## src/rtl/steak_cook_fsm.sv

```systemverilog
`default_nettype none
// steak_cook_fsm: grill controller that times each side of a steak, reports the
// doneness of the rarer side and scores the steak on serve, or zero if it burns.
module steak_cook_fsm #(
    parameter int unsigned RARE_T   = 3,
    parameter int unsigned MEDIUM_T = 6,
    parameter int unsigned WELL_T   = 9,
    parameter int unsigned BURN_T   = 12
) (
    input  logic       clk,
    input  logic       resetn,
    input  logic       tick,
    input  logic       place,
    input  logic       flip,
    input  logic       serve,
    output logic       cooking,
    output logic       side,
    output logic [1:0] doneness,
    output logic       burnt,
    output logic       score_valid,
    output logic [6:0] score
);

    localparam logic [3:0] RARE_S   = 4'(RARE_T);
    localparam logic [3:0] MEDIUM_S = 4'(MEDIUM_T);
    localparam logic [3:0] WELL_S   = 4'(WELL_T);
    localparam logic [3:0] BURN_S   = 4'(BURN_T);

    typedef enum logic [1:0] {
        IDLE  = 2'd0,
        COOK  = 2'd1,
        DONE  = 2'd2,
        BURNT = 2'd3
    } state_t;

    state_t     state;
    state_t     state_nxt;
    logic [3:0] sec_a;
    logic [3:0] sec_b;
    logic [3:0] sec_a_nxt;
    logic [3:0] sec_b_nxt;
    logic       side_nxt;
    logic [6:0] score_nxt;
    logic       score_valid_nxt;

    logic [1:0] level_a;
    logic [1:0] level_b;
    logic [1:0] level_diff;
    logic [6:0] base_score;
    logic [6:0] serve_score;
    logic [3:0] sec_down;
    logic [3:0] sec_down_inc;

    function automatic logic [1:0] level_of(input logic [3:0] s);
        if (s < RARE_S)        return 2'd0;
        else if (s < MEDIUM_S) return 2'd1;
        else if (s < WELL_S)   return 2'd2;
        else                   return 2'd3;
    endfunction

    assign level_a    = level_of(sec_a);
    assign level_b    = level_of(sec_b);
    assign doneness   = (level_a < level_b) ? level_a : level_b;
    assign level_diff = (level_a > level_b) ? (level_a - level_b) : (level_b - level_a);

    // Medium is the ideal; well is over-cooked and scores below medium.
    always_comb begin
        base_score = 7'd0;
        case (doneness)
            2'd0:    base_score = 7'd0;
            2'd1:    base_score = 7'd50;
            2'd2:    base_score = 7'd100;
            default: base_score = 7'd75;
        endcase
    end

    assign serve_score = (level_diff > 2'd1) ? (base_score >> 1) : base_score;

    assign sec_down     = side ? sec_b : sec_a;
    assign sec_down_inc = (sec_down >= BURN_S) ? BURN_S : (sec_down + 4'd1);

    always_ff @(posedge clk) begin
        if (!resetn) begin
            state       <= IDLE;
            sec_a       <= 4'd0;
            sec_b       <= 4'd0;
            side        <= 1'b0;
            score       <= 7'd0;
            score_valid <= 1'b0;
        end else begin
            state       <= state_nxt;
            sec_a       <= sec_a_nxt;
            sec_b       <= sec_b_nxt;
            side        <= side_nxt;
            score       <= score_nxt;
            score_valid <= score_valid_nxt;
        end
    end

    always_comb begin
        state_nxt       = state;
        sec_a_nxt       = sec_a;
        sec_b_nxt       = sec_b;
        side_nxt        = side;
        score_nxt       = score;
        score_valid_nxt = 1'b0;
        case (state)
            IDLE: begin
                if (place) begin
                    state_nxt = COOK;
                    sec_a_nxt = 4'd0;
                    sec_b_nxt = 4'd0;
                    side_nxt  = 1'b0;
                end
            end
            COOK: begin
                // Serve freezes the counters, so the score uses pre-tick values.
                if (serve) begin
                    state_nxt       = DONE;
                    score_nxt       = serve_score;
                    score_valid_nxt = 1'b1;
                end else begin
                    // The tick is credited to the side that was down before any flip.
                    if (tick) begin
                        if (side) sec_b_nxt = sec_down_inc;
                        else      sec_a_nxt = sec_down_inc;
                        if (sec_down_inc == BURN_S) begin
                            state_nxt       = BURNT;
                            score_nxt       = 7'd0;
                            score_valid_nxt = 1'b1;
                        end
                    end
                    if (flip) side_nxt = ~side;
                end
            end
            DONE: begin
                state_nxt = IDLE;
            end
            BURNT: begin
                if (serve) state_nxt = IDLE;
            end
            default: begin
                state_nxt = IDLE;
            end
        endcase
    end

    assign cooking = (state == COOK);
    assign burnt   = (state == BURNT);

endmodule
`default_nettype wire
```

## config.mk

```make
export PLATFORM = sky130hd
export DESIGN_NAME = steak_cook_fsm
export DESIGN_NICKNAME = d
export VERILOG_FILES = /design/src/rtl/steak_cook_fsm.sv
export SDC_FILE = /design/constraint.sdc
export NUM_CORES = 1
export LEC_CHECK = 0
export BUFFER_PORTS_ARGS = -buffer_cell sky130_fd_sc_hd__buf_2
export CAP_MARGIN = 20
export CORE_ASPECT_RATIO = 1.5
export CORE_MARGIN = 5
export CORE_UTILIZATION = 41
export DETAILED_ROUTE_END_ITERATION = 6
export GPL_TIMING_DRIVEN = 0
export PLACE_DENSITY = 0.63
export SLEW_MARGIN = 20
export SYNTH_ARGS = -nofsm -noshare
export SYNTH_HDL_FRONTEND = slang
export SYNTH_SLANG_ARGS = --single-unit
```

## constraint.sdc

```tcl
create_clock -name clk -period 3.1 [get_ports clk]
set_input_delay 0 -clock clk [delete_from_list [all_inputs] [get_ports clk]]
set_output_delay 0 -clock clk [all_outputs]
set_load 0.03 [all_outputs]
```

==> flow_summary.toml <==
[synth]
synth_top_area_share = 0.277
ys_seq_area_frac = 0.277
async_flop_share = 0
syn_inst = 165
yosysMostFrequentCell = "dfxtp_1"
syn_nets = 180
synth_common_cells = "dfxtp_1, nand2_1, nor2_1"
synthDistinctLibCells = 43
synth-edff-count = 0
ys_warn_count = 0
syn_avg_cell_area_um2 = 8.31
yosys_most_used_dff = "dfxtp_1"
syn-cell-area_um2 = 1370
yosysTopAreaCell = "dfxtp_1"
synth_area_leaders = "dfxtp_1, mux2i_1, ha_1"
synth-seq-cells = 19

[critical_path]
crit_path_max_incr_delay_ps = 470
path_common_cell = "ha_1"
reg2reg_from = "sec_b[1]$_SDFFE_PN0P_"
end_kind = "register"
path_cells = "nand2_1, o211ai_1, ha_1, inv_1, fa_1, mux2_2, ha_1, nand3_1, nor3_1, a221oi_2, o22ai_1"
critPathMaxFanout = 8
crit_type = "reg2reg"
required_ps = 3240
cp_slowest_cell = "dfxtp_1"
crit_arrival_ps = 2770
crit_path_start_kind = "register"
crit_start = "sec_b[1]$_SDFFE_PN0P_"

[floorplan]
core_um2 = 3190
die-area_um2 = 4630
ios = 19
die_x_um = 57.2
die_h_um = 80.8
initial_core_util = 0.430
rows = 25

[power_and_ir_drop]
vdd_drop_max_uv = 222
p_int_mw = 0.364
p_switching_mw = 0.127
totalPowerFinal_mw = 0.492
clock_power_share = 0.355
comb_power_share = 0.131
leakagePower_nw = 0.695
seqPwrFrac = 0.514
switching_share = 0.259
power_density_nw_per_um2 = 317

[clocking]
postCtsResizedCells = 0
clkSinkCount = 19
clk_latency_ps = 250
cts_buffers = 3
clockBufferDepth = 2
htreeDepth = 1
clkTransAtPathRegs_ps = 70
cts_hold_buf = 0
cts_tree = "built"
root_buffer = "clkbuf_8"
cts_post_setup_buffers_inserted = 0

[detailed_routing]
dr.pass1.iters = 4
drt-vias-per-instance = 5.69
final_antenna_net_count = 0
drt_iter0_markers = 18
routedWlPerCell_um = 14.3
drc = 0
wl_um = 3240
route.vias.total = 1285

[cells_and_area]
nNetsFinal = 202
areaGrowthSynthToFinish_pct = 13.1
num_antenna_cells = 0
drive_above_1_share = 0.210
post-route-util = 0.486

[placed_design]
dpl_worst_slack_ps = 479
hpwlAfterDp_um = 2550
place_congestion = 0.891
port_buffers = 17

[global_route]
grt_pass1_wl_um = 5600
grt_use_total = 0.151
grt_max_degree = 11
grt-ovfl-total = 0
first_global_vias = 1294
antenna_found_initial = 0

[min_path]
min_from = "place"
hp-class = "in2reg"

[sta]
hold_violations = 0
setup_viol = 0
totalNegativeSetupSlack_ps = 0
finalClockSkew_ps = 2.87
max_slew_margin = 0.663
setup_slack_ps = 473
grt_setup_unrepaired = "false"
timing.final.crit_share = 0.847
worst_pin_slew_ps = 505
holdWs_ps = 7.73
fmax_mhz = 381
period_needed_ps = 2630
finalMaxSlewViolations = 0

[run]
max_cap_viol_count = 0

[status]
outcome = "completed"
-- critical path: cells and delay by family (launching register included) --
kind	cells	cell delay, ps
AO/OA/AOI/OAI	3	550
buffers and inverters	1	50
multiplexers	1	360
adder cells (fa/ha/maj)	3	850
flip-flops	1	470
AND/OR/NAND/NOR	3	230
-- metrics by stage --
stage                     cells  instance area, µm²
final                       226                1550
after global routing        226                1550
after CTS                   226                1550
after detailed placement    222                1510
after global placement      222                1510
after floorplan             165                1370
-- cells in the final DEF (no fill, tap or decap), types with 2 or more instances in the layout --
master	instances
a21oi_1	5
a21oi_2	2
a31oi_1	3
and2_1	3
and3_1	3
and3b_1	3
buf_2	22
buf_6	3
clkbuf_1	3
clkbuf_8	3
dfxtp_1	19
ha_1	8
inv_1	10
mux2_2	3
mux2i_1	11
nand2_1	15
nand2b_1	5
nand3_1	11
nor2_1	13
nor2b_1	2
nor3_1	3
o211ai_1	2
o21ai_0	9
o221ai_1	5
-- cell type report --
type	instances	area, µm²
plain buffers	10	66.3
clock buffers	4	45.0
multi-input cells	126	887
flip-flops and latches	19	380
fillers	346	1640
well taps	40	50.0
inverters	10	37.5
repair buffers	17	85.1
-- flip-flops by register name (all words and copies together), names as in the netlist --
name and flops:
score 7, sec_a 4, sec_b 4, state 2
score_valid 1, side 1
-- metal layers --
metal / vias up / wire length [µm] / GRT usage
met5: - / 0 / 0
met4: 0 / 97 / 0.0696
met3: 11 / 93 / 0.0207
met2: 32 / 1780 / 0.300
met1: 614 / 1260 / 0.149
li1: 628 / - / -
-- final timing paths --
path / to / slack (ps) / cells past startpoint
setup / recovery: score[0]$_SDFFE_PN0P_ / 470 / 11
hold / removal: state[0]$_SDFFE_PN0P_ / 8 / 3
setup reg to reg: score[0]$_SDFFE_PN0P_ / 470 / 11
hold reg to reg: score[0]$_SDFFE_PN0P_ / 510 / 2
-- logic make-up (layout without fill, tap and decap cells) --
| group | Yosys count | after routing | share of synthesized area |
|---|---|---|---|
| adder cells (fa/ha/maj) | 9 | 9 | 0.0876 |
| AND/OR/NAND/NOR | 64 | 64 | 0.245 |
| flip-flops | 19 | 19 | 0.277 |
| multiplexers | 15 | 15 | 0.116 |
| buffers and inverters | 20 | 41 | 0.0757 |
| AO/OA/AOI/OAI | 37 | 37 | 0.193 |
| XOR/XNOR | 1 | 1 | 0.00639 |
-- power by group through the flow --
| stage | Clock [mW] | Combinational [mW] | Sequential [mW] |
|---|---|---|---|
| finish | 0.174 | 0.0646 | 0.253 |
| global route | 0.193 | 0.0705 | 0.253 |
| CTS | 0.180 | 0.0650 | 0.252 |
| detailed placement | 0 | 0.0646 | 0.258 |
| global placement | 0 | 0.0637 | 0.258 |
| floorplan | 0 | 0.0468 | 0.258 |
Power figures use the tool's default switching activity.
